$ cat src/rtl/bsg_countdown_sched.sv
//==============================================================================
//  Module      : bsg_countdown_sched
//  Description : One shared down counter, time-multiplexed among els_p
//                requesters. A round-robin arbiter grants an idle counter,
//                the grantee's value is counted down on tick_i, and the owner
//                gets a one-cycle done pulse when the count reaches zero.
//                abort_i cancels the active countdown without a done pulse.
//  Revision    : 1.0 - initial release
//==============================================================================
`default_nettype none

module bsg_countdown_sched #(
    parameter  int els_p     = 4,
    parameter  int width_p   = 16,
    localparam int lg_els_lp = $clog2(els_p)
) (
    input  logic                       clk_i,
    input  logic                       reset_n_i,
    input  logic [els_p-1:0]           v_i,
    input  logic [els_p*width_p-1:0]   val_i,
    output logic [els_p-1:0]           yumi_o,
    input  logic                       tick_i,
    input  logic                       abort_i,
    output logic [els_p-1:0]           done_o,
    output logic                       busy_o,
    output logic [lg_els_lp-1:0]       owner_o,
    output logic [width_p-1:0]         count_r_o
);

    localparam logic [lg_els_lp-1:0] c_last_id = lg_els_lp'(els_p - 1);

    typedef enum logic [0:0] {
        ST_IDLE  = 1'b0,
        ST_COUNT = 1'b1
    } state_t;

    state_t               r_state;
    state_t               w_state_nxt;
    logic [width_p-1:0]   r_count;
    logic [width_p-1:0]   w_count_nxt;
    logic [lg_els_lp-1:0] r_owner;
    logic [lg_els_lp-1:0] w_owner_nxt;
    logic [lg_els_lp-1:0] r_rr_ptr;
    logic [lg_els_lp-1:0] w_rr_nxt;

    logic                 w_any;
    logic [lg_els_lp-1:0] w_winner;
    logic [width_p-1:0]   w_load;
    logic [els_p-1:0]     w_yumi;
    logic [els_p-1:0]     w_done;
    int                   w_ptr;
    int                   w_dist;
    int                   w_best;

    // Round-robin pick: the valid requester closest (cyclically) at or after rr_ptr
    always_comb begin
        w_any    = |v_i;
        w_winner = '0;
        w_load   = '0;
        w_ptr    = int'(r_rr_ptr);
        w_dist   = 0;
        w_best   = els_p;
        for (int j = 0; j < els_p; j++) begin
            if (v_i[j]) begin
                w_dist = (j >= w_ptr) ? (j - w_ptr) : (j + els_p - w_ptr);
                if (w_dist < w_best) begin
                    w_best   = w_dist;
                    w_winner = lg_els_lp'(j);
                    w_load   = val_i[j*width_p +: width_p];
                end
            end
        end
    end

    // Next-state and pulse outputs; abort outranks expiry, grants only from IDLE
    always_comb begin
        w_state_nxt = r_state;
        w_count_nxt = r_count;
        w_owner_nxt = r_owner;
        w_rr_nxt    = r_rr_ptr;
        w_yumi      = '0;
        w_done      = '0;
        case (r_state)
            ST_IDLE: begin
                if (w_any) begin
                    w_yumi      = els_p'(1) << w_winner;
                    w_count_nxt = w_load;
                    w_owner_nxt = w_winner;
                    w_rr_nxt    = (w_winner == c_last_id) ? '0 : w_winner + lg_els_lp'(1);
                    w_state_nxt = ST_COUNT;
                end
            end
            ST_COUNT: begin
                if (abort_i) begin
                    w_count_nxt = '0;
                    w_state_nxt = ST_IDLE;
                end else if (r_count == '0) begin
                    w_done      = els_p'(1) << r_owner;
                    w_state_nxt = ST_IDLE;
                end else if (tick_i) begin
                    w_count_nxt = r_count - width_p'(1);
                end
            end
            default: begin
                w_state_nxt = ST_IDLE;
            end
        endcase
    end

    // State register; reset is asynchronous so a countdown dies without a done pulse
    always_ff @(posedge clk_i or negedge reset_n_i) begin
        if (!reset_n_i) begin
            r_state  <= ST_IDLE;
            r_count  <= '0;
            r_owner  <= '0;
            r_rr_ptr <= '0;
        end else begin
            r_state  <= w_state_nxt;
            r_count  <= w_count_nxt;
            r_owner  <= w_owner_nxt;
            r_rr_ptr <= w_rr_nxt;
        end
    end

    // Pulses are gated by reset so requests held during reset are never acknowledged
    always_comb begin
        yumi_o    = reset_n_i ? w_yumi : '0;
        done_o    = reset_n_i ? w_done : '0;
        busy_o    = (r_state == ST_COUNT);
        owner_o   = r_owner;
        count_r_o = r_count;
    end

endmodule

`default_nettype wire
$ cat config.mk
export PLATFORM = sky130hd
export DESIGN_NAME = bsg_countdown_sched
export DESIGN_NICKNAME = d
export VERILOG_FILES = /design/src/rtl/bsg_countdown_sched.sv
export SDC_FILE = /design/constraint.sdc
export NUM_CORES = 1
export LEC_CHECK = 0
export ABC_AREA = 1
export CORE_UTILIZATION = 45
export CTS_BUF_LIST = sky130_fd_sc_hd__clkbuf_4
export DETAILED_ROUTE_END_ITERATION = 6
export PLACE_DENSITY = 0.83
export SYNTH_ARGS = -nofsm -noshare
export SYNTH_HDL_FRONTEND = slang
export SYNTH_SLANG_ARGS = --single-unit
export TNS_END_PERCENT = 5
$ cat constraint.sdc
create_clock -name clk_i -period 6.57 [get_ports clk_i]
set_clock_uncertainty 0.1 [all_clocks]
set_input_delay 1.314 -clock clk_i [delete_from_list [all_inputs] [get_ports clk_i]]
set_output_delay 1.314 -clock clk_i [all_outputs]
set_load 0.02 [all_outputs]
After elaboration in Yosys (flattened, before gate mapping)
Cells that the tools add are included.
{"block": "totals", "reg_bits": 21, "out_inout_bits": 27, "wordCells": 71}
{"block": "classes", "n_addsub": 9, "magnitude_cmp": 7, "n_eq_ne": 4, "shifts": 2, "muxes": 40, "n_bitwise": 1, "n_reduce_logical": 4}
{"cell": "32-bit 2-to-1 mux", "count": 9}
{"cell": "16-bit 2-to-1 mux", "count": 12}
{"cell": "32-bit < comparator", "count": 2}
{"cell": "3-bit by 32-bit < comparator with 1-bit output", "count": 1}
{"cell": "32-bit by 4-bit < comparator with 1-bit output, second input constant", "count": 1}
{"cell": "16-bit one-hot mux with 2 select lines", "count": 1}
{"cell": "4-bit 2-to-1 mux", "count": 7}
{"cell": "16-bit logical NOT", "count": 1}
{"cell": "16-bit by 1-bit subtractor with 16-bit output, second input constant", "count": 1}
{"cell": "3-bit by 2-bit subtractor with 4-bit output, first input constant", "count": 3}
{"cell": "2-bit 2-to-1 mux", "count": 5}
{"cell": "1-bit by 2-bit left shift with 4-bit output, first input constant", "count": 2}
{"cell": "3-bit inequality test, second input constant", "count": 2}
{"cell": "1-bit by 2-bit subtractor with 3-bit output, first input constant", "count": 2}
{"cell": "2-bit by 2-bit subtractor with 3-bit output, first input constant", "count": 2}
{"cell": "1-bit 2-to-1 mux", "count": 5}
{"cell": "1-bit by 2-bit >= comparator with 1-bit output, first input constant", "count": 2}
{"cell": "4-bit OR reduction", "count": 1}
{"cell": "3-bit AND reduction", "count": 1}
{"cell": "2-bit by 1-bit adder with 2-bit output, second input constant", "count": 1}
{"cell": "2-bit equality test, second input constant", "count": 1}
{"cell": "2-bit >= comparator, first input constant", "count": 1}
{"cell": "2-bit inequality test, second input constant", "count": 1}
{"cell": "1-bit one-hot mux with 2 select lines", "count": 1}
{"cell": "other kinds (2)", "count": 2}

Longest topological paths before layout
Gate-level depths: netlist of run 1.
{"block": "logic_depth", "depth_word": 18, "depth_mapped": 35}

Worst setup path after synthesis of run 1
OpenSTA, ideal clock, no wires.
{"block": "synth_timing", "kind": "input-to-output", "start": "input v_i[0]", "end": "output yumi_o[3]", "arrival_ps": 4546, "required_time_ps": 5156, "path_slack_ps": 610, "stages": 27, "path_buffers": 3, "cell_sequence": "ha_1 nor2_2 nand2_1 nand2_4 inv_2 buf_1 o22ai_1 inv_1 ha_1 nand2_1 nand2_1 nand2_1 nand2_1 nand2_1 nand2_1 buf_6 buf_2 o21ai_0 ha_1 nand2_1 nand2_1 nand2_4 nand2_4 o21ai_1 ha_1 inv_1 nor2_1"}
{"block": "synth_between", "elab_chain_cells": 14, "word_cells_on_any_way": 19, "classes_between": "order compare: 3; shift: 1; mux: 14; reduce/logical: 1"}
{"item": "start, declared", "line_no": "19", "text": "input logic [els_p-1:0] v_i,"}
{"item": "32-bit 2-to-1 mux *", "line_no": "64", "text": "if (v_i[j]) begin"}
{"item": "32-bit < comparator", "line_no": "66", "text": "if (w_dist < w_best) begin"}
{"item": "32-bit 2-to-1 mux", "line_no": "66"}
{"item": "32-bit 2-to-1 mux", "line_no": "64"}
{"item": "32-bit < comparator", "line_no": "66"}
{"item": "32-bit 2-to-1 mux", "line_no": "66"}
{"item": "32-bit 2-to-1 mux", "line_no": "64"}
{"item": "3-bit by 32-bit < comparator with 1-bit output", "line_no": "66"}
{"item": "2-bit 2-to-1 mux", "line_no": "66"}
{"item": "2-bit 2-to-1 mux *", "line_no": "64"}
{"item": "net w_winner[0]", "line_no": "47", "text": "logic [lg_els_lp-1:0] w_winner;"}
{"item": "1-bit by 2-bit left shift with 4-bit output *", "line_no": "86", "text": "w_yumi = els_p'(1) << w_winner;"}
{"item": "4-bit 2-to-1 mux *", "line_no": "85", "text": "if (w_any) begin"}
{"item": "4-bit 2-to-1 mux *", "line_no": "83", "text": "case (r_state)"}
{"item": "4-bit 2-to-1 mux *", "line_no": "127", "text": "yumi_o = reset_n_i ? w_yumi : '0;"}
{"item": "end, declared", "line_no": "21", "text": "output logic [els_p-1:0] yumi_o,"}
The timed path passes the listed nets; every way through them passes the cells marked *.

Worst setup path in the final report of run 1
{"block": "layout_timing", "start": "input v_i[0]", "end": "output yumi_o[3]"}
{"block": "layout_between", "elab_chain_cells": 14, "word_cells_on_any_way": 19, "classes_between": "order compare: 3; shift: 1; mux: 14; reduce/logical: 1"}
{"item": "32-bit 2-to-1 mux *", "line_no": "64"}
{"item": "32-bit < comparator", "line_no": "66"}
{"item": "32-bit 2-to-1 mux", "line_no": "66"}
{"item": "32-bit 2-to-1 mux *", "line_no": "64"}
{"item": "32-bit < comparator", "line_no": "66"}
{"item": "32-bit 2-to-1 mux", "line_no": "66"}
{"item": "32-bit 2-to-1 mux", "line_no": "64"}
{"item": "3-bit by 32-bit < comparator with 1-bit output", "line_no": "66"}
{"item": "2-bit 2-to-1 mux", "line_no": "66"}
{"item": "2-bit 2-to-1 mux *", "line_no": "64"}
{"item": "net w_winner[1]", "line_no": "47"}
{"item": "1-bit by 2-bit left shift with 4-bit output *", "line_no": "86"}
{"item": "4-bit 2-to-1 mux *", "line_no": "85"}
{"item": "4-bit 2-to-1 mux *", "line_no": "83"}
{"item": "4-bit 2-to-1 mux *", "line_no": "127"}
Marked as above.

==> flow_metrics.env, run 1 <==
export IMPL_outcome="completed"
export IMPL_hold_path_class="reg -> reg"
export IMPL_core_rowCount=26
export IMPL_synth_nets=507
export IMPL_cp_arrival_ps=4710
export IMPL_core_sq_mm=0.00520
export IMPL_drtIter0Drc=212
export IMPL_nets=603
export IMPL_cp_slowest_cell="clkdlybuf4s50_1"
export IMPL_r2r_end="r_rr_ptr[0]"
export IMPL_synth_warnings=0
export IMPL_cts_max_level=1
export IMPL_power_density_mw_per_mm2=418
export IMPL_cpPeakStageDelay_ps=530
export IMPL_io_buffers=98
export IMPL_postSynthAreaPerCell_sq_um=5.87
export IMPL_cts_tree="done"
export IMPL_r2r_cells=32
export IMPL_min_delay_path_depth=2
export IMPL_clock_fmax_ghz=0.163
export IMPL_tns_ps=0
export IMPL_worstPathMaxFanout=5
export IMPL_rrSetupSlack_ps=2580
export IMPL_gp_congestion=0.874
export IMPL_clockBufferDepth=2
export IMPL_worstSetupEndpointType="output pin"
export IMPL_drc_errors=0
export IMPL_ant_nets=0
export IMPL_worst_path_most_repeated_cell="nand2_1"
export IMPL_dieArea_sq_mm=0.00578
export IMPL_grt_pass1_vias=2743
export IMPL_cts_root_buf="clkbuf_4"
export IMPL_comb_power_share_pct=77.4
export IMPL_critical_path_class="in -> out"
export IMPL_synth_area_sq_mm=0.00246
export IMPL_syn_inst=420
export IMPL_hp_start="owner_o[1]"
export IMPL_drv_cap=0
export IMPL_post_cts_setup_buffers=0
export IMPL_grt_pass1_wl_mm=11.8
export IMPL_worst_slack_ps=441
export IMPL_grt_max_degree=33
export IMPL_cts_sinks=21
export IMPL_diodes=0
export IMPL_finalHoldViolCount=0
export IMPL_clkPwrFrac_pct=4.7
export IMPL_leakagePower_nw=1.87
export IMPL_internal_power_mw=0.671
export IMPL_chipWidth_microns=76.0
export IMPL_yosysUniqueCellTypes=29
export IMPL_power_switching_mw=0.821
export IMPL_holdPathEnd="owner_o[1]"
export IMPL_vias_per_cell=5.18
export IMPL_synth_most_common_cell="nand2_1"
export IMPL_wl_per_cell_microns=12.3
export IMPL_clkTransAtPathRegs_ps=120
export IMPL_worst_endpoint_required_ps=5160
export IMPL_start_util_pct=47.4
export IMPL_drt_wl_total_mm=7.17
export IMPL_areaGrowthSynthToFinish_pct=44.7
export IMPL_finalSetupViolations=0
export IMPL_worstSkewPairLatency_ps=320
export IMPL_numCtsBuffers=3
export IMPL_grt_overflow_total=0
export IMPL_reg2reg_from="r_rr_ptr[1]"
export IMPL_fin_cells=585
export IMPL_critPathTopFamily="simple AND/OR/NAND/NOR gates"
export IMPL_synth_seq_cells=21
export IMPL_placed_cells=581
export IMPL_crit_buf_inv=7
export IMPL_synth_edf_count=0
export IMPL_synth_top_area_share_pct=21.3
export IMPL_p_seq_share_pct=18.0
export IMPL_worst_pin_slew_ps=923
export IMPL_fin_crit_ps=6130
export IMPL_drive_above_1_share_pct=6.60
export IMPL_synthTopCellsByCount="nand2_1 (83), inv_1 (82), nand3_1 (73), a21oi_1 (37), nor2_1 (24)"
export IMPL_seq_area_frac_synth_pct=21.3
export IMPL_dp_hpwl_mm=5.75
export IMPL_rsz0062_at_grt="false"
export IMPL_netlist_top_cell_by_area="dfrtp_1"
export IMPL_startpoint_type="input pin"
export IMPL_antenna_found_initial=0
export IMPL_drtPass1Iterations=4
export IMPL_synthFlopType="dfrtp_1"
export IMPL_pre_cts_ws_ps=38.8
export IMPL_ir_drop_mv=0.211
export IMPL_timing_final_crit_share_pct=93.3
export IMPL_grt_use_total_pct=24.5
export IMPL_die_h_microns=76.0
export IMPL_vias=3032
export IMPL_yosys_top_cells_area="dfrtp_1 (21%), nand3_1 (15%), nand2_1 (13%), inv_1 (12%), ha_1 (7.6%)"
export IMPL_sw_frac_of_total_pct=55.0
export IMPL_async_reset_ff_share_pct=100
export IMPL_drv_slew=0
export IMPL_io_pin_count=99
export IMPL_maxSlewHeadroom_pct=38.3
[state kept, by name, summed over array words and instances, names as in the netlist]
signal / count
r_rr_ptr: 2
count_r_o: 16
owner_o: 2
busy_o: 1
[final cells by class]
cell class                 count  area, sq um
clock buffer                   4         30.0
inverter                      94          353
multi-input combinational    288         1510
tap                           70         87.6
timing repair buffer         108         1070
sequential                    21          526
fill                         482         1640
[timing repair]
action | in CTS | in global routing
gates resized for setup | 0 | 6
hold buffers | 0 | 0
setup endpoints to repair | 0 | 4
[how the worst max path moves through the flow]
stage          startpoint        end  slack, ps  cells after the start
3_5_place_dp       v_i[0]  yumi_o[3]         40                     26
6_report           v_i[0]  yumi_o[3]        440                     30
5_1_grt            v_i[0]  yumi_o[3]        120                     30
2_1_floorplan      v_i[0]  yumi_o[3]        610                     27
4_1_cts            v_i[0]  yumi_o[3]         30                     28
3_3_place_gp       v_i[0]  yumi_o[3]        210                     26
[metrics by stage]
stage / instance area, sq um / util, % / hold WS (ps) / total power [mW]
final: 3570 / 68.5 / 519 / 1.49
after global routing: 3570 / 68.5 / 568 / 1.65
after CTS: 3550 / 68.2 / 504 / 1.48
after detailed placement: 3520 / 67.6 / 476 / 1.41
after global placement: 3520 / 67.6 / 491 / 1.37
after floorplan: 2460 / - / 439 / 1.06
[cell families after synthesis]
| family | synth area share [%] |
|---|---|
| AOI/OAI and AO/OA | 12.4 |
| and+or+nand+nor | 40.1 |
| buffers and inverters | 17.9 |
| adders and majority gates | 7.61 |
| xor gates and xnor gates | 0.711 |
| DFF | 21.3 |
[placed cells by master (no fill, tap or decap), drive strengths merged, types with 2 or more instances in the layout]
cell type / n
nand2: 88
clkdlybuf4s50: 94
ha: 15
dlymetal6s2s: 4
dfrtp: 21
o21ai: 14
inv: 92
nand4: 18
a21oi: 37
o22ai: 2
nor2: 25
clkbuf: 4
nor3: 5
buf: 10
a31oi: 2
clkinv: 2
xor2: 2
nand3: 73
nor4: 5
[tightest hold or removal path, stage by stage, from the launching register on]
cell	delay (ps)
dfrtp_1	440
nand2_1	70
o21ai_1	70
[layer usage]
metal	part of all wire [%]	vias up	global-route usage [%]
li1	-	1541	-
met1	43	1351	30.8
met2	48	128	43.6
met3	7.2	12	3.35
met4	1.6	0	7.12
met5	0	-	0
[power groups by stage]
stage | logic (mW) | clock network [mW] | registers [mW]
floorplan | 0.733 | 0 | 0.325
detailed placement | 1.14 | 0 | 0.269
global placement | 1.11 | 0 | 0.268
CTS | 1.15 | 0.0705 | 0.267
global route | 1.30 | 0.0755 | 0.281
finish | 1.15 | 0.0695 | 0.269
(Power assumes the default switching activity.)
==> inputs of run 2 (changes only) <==
--- a/config.mk
+++ b/config.mk
@@ -8,6 +8,7 @@
 export ABC_AREA = 1
 export CORE_UTILIZATION = 45
 export CTS_BUF_LIST = sky130_fd_sc_hd__clkbuf_4
+export CTS_CLUSTER_SIZE = 16
 export DETAILED_ROUTE_END_ITERATION = 6
 export PLACE_DENSITY = 0.83
 export SYNTH_ARGS = -nofsm -noshare
==> results of run 2 <==
Same layout as run 1: the final DEF is identical, and so are final timing and power.
==> inputs of run 3 (changes only) <==
--- a/config.mk
+++ b/config.mk
@@ -11,6 +11,7 @@
 export CTS_CLUSTER_SIZE = 16
 export DETAILED_ROUTE_END_ITERATION = 6
 export PLACE_DENSITY = 0.83
+export SLEW_MARGIN = 10
 export SYNTH_ARGS = -nofsm -noshare
 export SYNTH_HDL_FRONTEND = slang
 export SYNTH_SLANG_ARGS = --single-unit
==> results of run 3 <==
Same layout as run 1: the final DEF is identical, and so are final timing and power.
